<file path="config.mk">
export PLATFORM = sky130hd
export DESIGN_NAME = multicycle_control_fsm
export DESIGN_NICKNAME = d
export VERILOG_FILES = /design/src/rtl/multicycle_control_fsm_pkg.sv /design/src/rtl/multicycle_control_fsm_decode.sv /design/src/rtl/multicycle_control_fsm.sv
export SDC_FILE = /design/constraint.sdc
export NUM_CORES = 1
export LEC_CHECK = 0
export BUFFER_PORTS_ARGS = -buffer_cell sky130_fd_sc_hd__clkbuf_2
export CORE_MARGIN = 4
export CORE_UTILIZATION = 49
export DETAILED_ROUTE_END_ITERATION = 7
export PLACE_DENSITY = 0.76
export SKIP_LAST_GASP = 1
export SLEW_MARGIN = 30
export SYNTH_ARGS = -nofsm -noshare
export SYNTH_HDL_FRONTEND = slang
export SYNTH_SLANG_ARGS = --single-unit
</file>
<file path="constraint.sdc">
create_clock -name clock -period 2.2 [get_ports clock]
set_input_delay 0.44 -clock clock [delete_from_list [all_inputs] [get_ports clock]]
set_output_delay 0.44 -clock clock [all_outputs]
set_load 0.02 [all_outputs]
</file>
<file path="src/rtl/multicycle_control_fsm_pkg.sv">
// Shared encodings for the multi-cycle MIPS control sequencer: opcodes, functs,
// FSM states, PC source selects and the decoded instruction class.
package multicycle_control_fsm_pkg;

  localparam logic [5:0] OP_R_TYPE = 6'h00;
  localparam logic [5:0] OP_J      = 6'h02;
  localparam logic [5:0] OP_JAL    = 6'h03;
  localparam logic [5:0] OP_BEQ    = 6'h04;
  localparam logic [5:0] OP_BNE    = 6'h05;
  localparam logic [5:0] OP_LW     = 6'h23;
  localparam logic [5:0] OP_SW     = 6'h2B;
  localparam logic [5:0] FN_JR     = 6'h08;

  typedef enum logic [2:0] {
    S_FETCH  = 3'd0,
    S_DECODE = 3'd1,
    S_EXEC   = 3'd2,
    S_MEM    = 3'd3,
    S_WB     = 3'd4
  } state_t;

  localparam logic [1:0] PCSRC_SEQ    = 2'd0;
  localparam logic [1:0] PCSRC_BRANCH = 2'd1;
  localparam logic [1:0] PCSRC_JUMP   = 2'd2;
  localparam logic [1:0] PCSRC_REG    = 2'd3;

  typedef enum logic [3:0] {
    CL_ALU_R,
    CL_ALU_I,
    CL_LW,
    CL_SW,
    CL_BRANCH,
    CL_J,
    CL_JR,
    CL_JAL,
    CL_ILLEGAL
  } instr_class_t;

  // R-type functs the datapath implements (shifts, add/sub, logic, set-less-than).
  function automatic logic legal_r_funct(input logic [5:0] funct);
    case (funct)
      6'h00, 6'h02, 6'h03, 6'h04, 6'h06, 6'h07,
      6'h20, 6'h21, 6'h22, 6'h23, 6'h24, 6'h25, 6'h26, 6'h27,
      6'h2A, 6'h2B: legal_r_funct = 1'b1;
      default:      legal_r_funct = 1'b0;
    endcase
  endfunction

endpackage

</file>
<file path="src/rtl/multicycle_control_fsm_decode.sv">
// Combinational instruction decode: opcode/funct -> instruction class and the
// ALU control fields (ALUOp, ALUSrc, I_format, Sftmd).
module multicycle_control_fsm_decode
  import multicycle_control_fsm_pkg::*;
(
  input  logic [5:0]   op,
  input  logic [5:0]   funct,
  output instr_class_t iclass,
  output logic [1:0]   alu_op,
  output logic         alu_src,
  output logic         i_format,
  output logic         sftmd,
  output logic         legal
);

  logic r_format;
  logic branch;

  always_comb begin
    r_format = (op == OP_R_TYPE);
    i_format = (op[5:3] == 3'b001);
    branch   = (op == OP_BEQ) || (op == OP_BNE);
    alu_op   = {r_format | i_format, branch};
    alu_src  = i_format | (op == OP_LW) | (op == OP_SW);
    sftmd    = r_format && (funct[5:3] == 3'b000);

    iclass = CL_ILLEGAL;
    if (r_format) begin
      if (funct == FN_JR)
        iclass = CL_JR;
      else if (legal_r_funct(funct))
        iclass = CL_ALU_R;
    end else if (i_format) begin
      iclass = CL_ALU_I;
    end else begin
      case (op)
        OP_LW:          iclass = CL_LW;
        OP_SW:          iclass = CL_SW;
        OP_BEQ, OP_BNE: iclass = CL_BRANCH;
        OP_J:           iclass = CL_J;
        OP_JAL:         iclass = CL_JAL;
        default:        iclass = CL_ILLEGAL;
      endcase
    end
    legal = (iclass != CL_ILLEGAL);
  end

endmodule

</file>
<file path="src/rtl/multicycle_control_fsm.sv">
// Multi-cycle control sequencer: FETCH/DECODE/EXEC/MEM/WB with a timed
// req/ready memory handshake and per-state datapath enables.
module multicycle_control_fsm
  import multicycle_control_fsm_pkg::*;
#(
  parameter int unsigned MEM_TIMEOUT = 255,
  parameter int unsigned CNT_W       = 8
) (
  input  logic       clock,
  input  logic       reset,
  input  logic [5:0] Opcode,
  input  logic [5:0] Function_opcode,
  input  logic       Zero,
  input  logic       mem_ready,
  output logic       mem_req,
  output logic       MemWrite,
  output logic       IRWrite,
  output logic       PCWrite,
  output logic [1:0] PCSrc,
  output logic [1:0] ALUOp,
  output logic       ALUSrc,
  output logic       I_format,
  output logic       Sftmd,
  output logic       RegDST,
  output logic       MemtoReg,
  output logic       RegWrite,
  output logic       Jal,
  output logic       instr_done,
  output logic       illegal_op,
  output logic       bus_error,
  output logic [2:0] state
);

  state_t           state_q, state_d;
  logic [5:0]       op_q, funct_q;
  logic [CNT_W-1:0] cnt_q;

  logic [5:0]   dec_op, dec_funct;
  instr_class_t iclass;
  logic [1:0]   dec_alu_op;
  logic         dec_alu_src, dec_i_format, dec_sftmd, dec_legal;
  logic         mem_phase, timeout, alu_phase;

  // DECODE judges legality on the live IR; every later state sees only the latched copy.
  assign dec_op    = (state_q == S_DECODE) ? Opcode          : op_q;
  assign dec_funct = (state_q == S_DECODE) ? Function_opcode : funct_q;

  multicycle_control_fsm_decode u_decode (
    .op       (dec_op),
    .funct    (dec_funct),
    .iclass   (iclass),
    .alu_op   (dec_alu_op),
    .alu_src  (dec_alu_src),
    .i_format (dec_i_format),
    .sftmd    (dec_sftmd),
    .legal    (dec_legal)
  );

  // A ready in the expiry cycle still completes the access.
  assign mem_phase = (state_q == S_FETCH) || (state_q == S_MEM);
  assign timeout   = mem_phase && !mem_ready && (MEM_TIMEOUT != 0) &&
                     (cnt_q == CNT_W'(MEM_TIMEOUT));
  assign alu_phase = (state_q == S_EXEC) || (state_q == S_MEM) || (state_q == S_WB);
  assign state     = reset ? 3'd0 : state_q;

  always_comb begin
    state_d    = state_q;
    mem_req    = 1'b0;
    MemWrite   = 1'b0;
    IRWrite    = 1'b0;
    PCWrite    = 1'b0;
    PCSrc      = PCSRC_SEQ;
    RegDST     = 1'b0;
    MemtoReg   = 1'b0;
    RegWrite   = 1'b0;
    Jal        = 1'b0;
    instr_done = 1'b0;
    illegal_op = 1'b0;
    bus_error  = 1'b0;
    ALUOp      = alu_phase ? dec_alu_op   : 2'b00;
    ALUSrc     = alu_phase && dec_alu_src;
    I_format   = alu_phase && dec_i_format;
    Sftmd      = alu_phase && dec_sftmd;

    case (state_q)
      S_FETCH: begin
        if (timeout) begin
          bus_error = 1'b1;
        end else begin
          mem_req = 1'b1;
          if (mem_ready) begin
            IRWrite = 1'b1;
            PCWrite = 1'b1;
            state_d = S_DECODE;
          end
        end
      end
      S_DECODE: begin
        if (!dec_legal) begin
          illegal_op = 1'b1;
          instr_done = 1'b1;
          state_d    = S_FETCH;
        end else begin
          state_d = S_EXEC;
        end
      end
      S_EXEC: begin
        case (iclass)
          CL_BRANCH: begin
            PCWrite    = Zero ^ (op_q == OP_BNE);
            PCSrc      = PCSRC_BRANCH;
            instr_done = 1'b1;
            state_d    = S_FETCH;
          end
          CL_J, CL_JR: begin
            PCWrite    = 1'b1;
            PCSrc      = (iclass == CL_JR) ? PCSRC_REG : PCSRC_JUMP;
            instr_done = 1'b1;
            state_d    = S_FETCH;
          end
          CL_JAL: begin
            PCWrite = 1'b1;
            PCSrc   = PCSRC_JUMP;
            state_d = S_WB;
          end
          CL_LW, CL_SW:       state_d = S_MEM;
          CL_ALU_R, CL_ALU_I: state_d = S_WB;
          default:            state_d = S_FETCH;
        endcase
      end
      S_MEM: begin
        if (timeout) begin
          bus_error = 1'b1;
          state_d   = S_FETCH;
        end else begin
          mem_req  = 1'b1;
          MemWrite = (iclass == CL_SW);
          if (mem_ready) begin
            instr_done = (iclass == CL_SW);
            state_d    = (iclass == CL_SW) ? S_FETCH : S_WB;
          end
        end
      end
      S_WB: begin
        RegWrite   = 1'b1;
        instr_done = 1'b1;
        RegDST     = (iclass == CL_ALU_R);
        MemtoReg   = (iclass == CL_LW);
        Jal        = (iclass == CL_JAL);
        state_d    = S_FETCH;
      end
      default: state_d = S_FETCH;
    endcase

    // Reset silences everything, including the edge that aborts an instruction.
    if (reset) begin
      mem_req    = 1'b0;
      MemWrite   = 1'b0;
      IRWrite    = 1'b0;
      PCWrite    = 1'b0;
      PCSrc      = PCSRC_SEQ;
      RegDST     = 1'b0;
      MemtoReg   = 1'b0;
      RegWrite   = 1'b0;
      Jal        = 1'b0;
      instr_done = 1'b0;
      illegal_op = 1'b0;
      bus_error  = 1'b0;
      ALUOp      = 2'b00;
      ALUSrc     = 1'b0;
      I_format   = 1'b0;
      Sftmd      = 1'b0;
    end
  end

  always_ff @(posedge clock) begin
    if (reset) begin
      state_q <= S_FETCH;
      op_q    <= '0;
      funct_q <= '0;
      cnt_q   <= '0;
    end else begin
      state_q <= state_d;
      if (state_q == S_DECODE) begin
        op_q    <= Opcode;
        funct_q <= Function_opcode;
      end
      if (timeout || (state_d != state_q))
        cnt_q <= '0;
      else if (mem_req && !mem_ready)
        cnt_q <= cnt_q + CNT_W'(1);
    end
  end

endmodule

</file>
==> out/metrics.cfg <==
[worst_setup_path]
end_kind=output pin
startpoint_type=flop
crit_type=reg -> out
cp_data_arrival_time_ns=2.35
rrSetupSlack_ns=0.18
rr_worst_depth=7
crit_path_max_fanout=9
rr_startpoint=op_q[5]
slowest_delay_ns=0.48
path_delay_family=compound AO/OA/AOI/OAI gates
r2r-end=state_q[1]
worstPathBufferInverterCount=1
required_ns=1.76
slowest_stage=o32ai_1
cp_cell_sequence=nor2_1 > a21oi_1 > o32ai_1 > a32oi_1 > o21bai_4 > nor4_4 > clkbuf_8

[logic_synthesis]
synth_top_cell_by_area=dfxtp_1
synthesis.nets=244
ys_seq_elements=23
synth_edf_count=0
ys.flop_type=dfxtp_1
yosys_warnings=0
synth_cells=227
syn_area_per_cell_um2=7.25
yosysTopAreaCellShare_pct=28.0
synth.area.top_cells=dfxtp_1 28%, nand2_1 7.1%, nor2_1 7.1%
async_flop_share_pct=0
synth_seq_area_share_pct=28.0
netlist_area_um2=1650
yosysUniqueCellTypes=49

[power]
p_sw_share_pct=37.1
p_per_area_nw_per_um2=447
p_total_w=0.00120
switching_power_w=0.000446
p_seq_share_pct=38.0
ir_drop_mv=0.307
p_int_w=0.000756
p_leak_nw=1.14
clockPowerShare_pct=17.9
combPwrFrac_pct=44.1

[drt]
finalWirelength_um=7020
avgViaCountPerCell=6.20
drtAntennaViolNets=0
avgRoutedWirePerCell_um=19.2
remaining_drc_errors=0
drt-pass1-iter-count=5
first_iter_violations=238
vias=2262
met3_length_um=605
wl_met2_um=3410
top_layer_used=met4
met1Wirelength_um=2500

[sta]
clock.fmax_ghz=0.358
worstMarginPinSlew_ns=0.538
timing.final.ws_setup_ns=-0.589
rsz0062_at_grt=yes
whs_ns=0.454
setup_viol=15
finalSetupTns_ns=-5.27
final_hold_viol_count=0
skew_ns=0.0245
final.min_clock_period_ns=2.79
slew_headroom_pct=64.0
period_share_pct=127
drv_slew=0

[cells_and_area]
nets=339
stdcell_area_um2=2690
area_growth_pct=63.3
antenna_cells=0
multi_input_comb_area_um2=1310
fill_cells=159
finalNonFillerCells=365
drive_gt1_share_pct=46.7
register_area_um2=464

[clock_tree]
cts.clk_slew.worst_paths_ns=0.16
clock_latency_ns=0.33
cts-buffers-inserted=3
htreeDepth=1
cts_tree=built
hold_buffers=0
clockRootBuffer=clkbuf_4
cts_buffer_depth=2
clock_sinks=23

[floorplan]
ios=37
dieHeight_um=66.0
die-width_um=66.0
row_count=20
coreArea_um2=3130
die_area_um2=4350
start_util_pct=52.6

[global_routing]
grt_pass1_vias=2053
grt.overflow.total=0
antenna_found_initial=0
grt_pass1_wl_um=9320
grt_usage_pct=27.3
grt_start_max_net_pins=19

[placement]
place_inst=345
globalplace.congestion=0.957
dp_hpwl_um=3980
io_buffers=36
place_area_um2=2240

[min_path]
hp-class=in -> reg
min_path_cells=4
hp-start=Function_opcode[1]
hold_end=funct_q[1]

[run_status]
status=complete, but fails checks
violations=setup timing

[flow_run]
cap_violations=0

[layer usage]
layer,global-route usage (%),up-vias
met5,0,-
met4,14.2,0
met3,4.59,52
met2,49.7,165
met1,30.1,1049
li1,-,996
[cells in the final DEF, fill, tap and decap left out, types with 4 or more instances in the layout]
| master | Yosys | routed |
|---|---|---|
| a21oi_2 | 0 | 4 |
| buf_4 | 2 | 63 |
| a21oi_1 | 23 | 19 |
| nor2b_1 | 8 | 7 |
| nor2_1 | 31 | 24 |
| clkbuf_2 | 0 | 21 |
| xor2_1 | 5 | 5 |
| buf_6 | 1 | 8 |
| xnor2_1 | 4 | 4 |
| inv_1 | 7 | 6 |
| nand3_1 | 11 | 10 |
| clkbuf_8 | 0 | 6 |
| nor2_2 | 1 | 4 |
| dfxtp_1 | 23 | 20 |
| nor2_4 | 0 | 4 |
| nand2_1 | 31 | 30 |
[worst max path at each step]
| stage | from | end | cells past startpoint |
|---|---|---|---|
| after CTS | state_q[2] | instr_done | 9 |
| after floorplan | state_q[1] | RegDST | 7 |
| after global placement | Opcode[4] | instr_done | 8 |
| final | op_q[5] | MemtoReg | 7 |
| after detailed placement | Opcode[4] | instr_done | 8 |
| after global routing | op_q[5] | MemtoReg | 7 |
[tightest hold or removal path, delay by kind of cell]
kind	cells	cell delay [ns]
AO/OA/AOI/OAI	1	0.05
buffers and inverters	2	0.22
AND/OR/NAND/NOR	1	0.05
[power groups by stage]
stage | clock [W] | combinational [W] | sequential, W
finish | 0.000215 | 0.000530 | 0.000457
detailed placement | 0 | 0.000384 | 0.000462
global route | 0.000233 | 0.000556 | 0.000459
global placement | 0 | 0.000374 | 0.000460
CTS | 0.000204 | 0.000441 | 0.000454
floorplan | 0 | 0.000221 | 0.000456
[cells in the mapped netlist (2+ instances only)]
master,instances
a2111o_1,2
a211o_1,3
a21boi_0,2
a21o_1,3
a21oi_1,23
a32oi_1,2
and2_1,2
and3_1,3
buf_2,2
buf_4,2
clkbuf_1,6
dfxtp_1,23
inv_1,7
mux2i_1,4
nand2_1,31
nand2b_1,3
nand3_1,11
nand4_1,2
nor2_1,31
nor2b_1,8
nor3_1,6
nor4_1,3
nor4b_1,3
nor4bb_1,2
o21a_1,2
o21ai_0,3
o21bai_1,5
o22ai_1,2
o311ai_0,2
o32ai_1,2
or3_1,2
xnor2_1,4
xor2_1,5
[sequential cells by signal (all words and copies together), names as in the netlist]
| register | cells |
|---|---|
| cnt_q | 8 |
| state_q | 3 |
| funct_q | 6 |
| op_q | 6 |
[area by class of cell]
cell class,count,area share [%]
Clock buffer,4,0.977
Inverter,7,1.07
Multi-Input combinational cell,185,48.9
Sequential cell,23,17.3
Tap cell,44,2.05
Timing Repair Buffer,102,29.8
[cells by family (layout without fill, tap and decap cells)]
kind of cell	count (synthesis)	after routing	share of synthesized area, %
AO/OA/AOI/OAI	55	55	22.6
XOR/XNOR	9	9	4.79
adder cells (fa/ha/maj)	1	1	0.760
buffers and inverters	19	113	5.39
flip-flops	23	23	28.0
multiplexers	4	4	2.43
AND/OR/NAND/NOR	116	116	36.0
[per-stage QoR]
stage                     worst slack, ns  util [%]
after detailed placement           -0.337      71.7
after global placement             -0.266      71.7
after CTS                          -0.464      80.6
final                              -0.589      86.0
after floorplan                   -0.0869         -
after global routing               -0.612      86.0
[what timing repair did]
| item | 4_1_cts | 5_1_grt |
|---|---|---|
| setup buffers | 10 | 8 |
| pin swaps | 12 | 15 |
| endpoints found under the setup margin | 13 | 16 |
| resized for setup | 47 | 40 |
| gates cloned | 0 | 0 |
(Power assumes the default switching activity.)
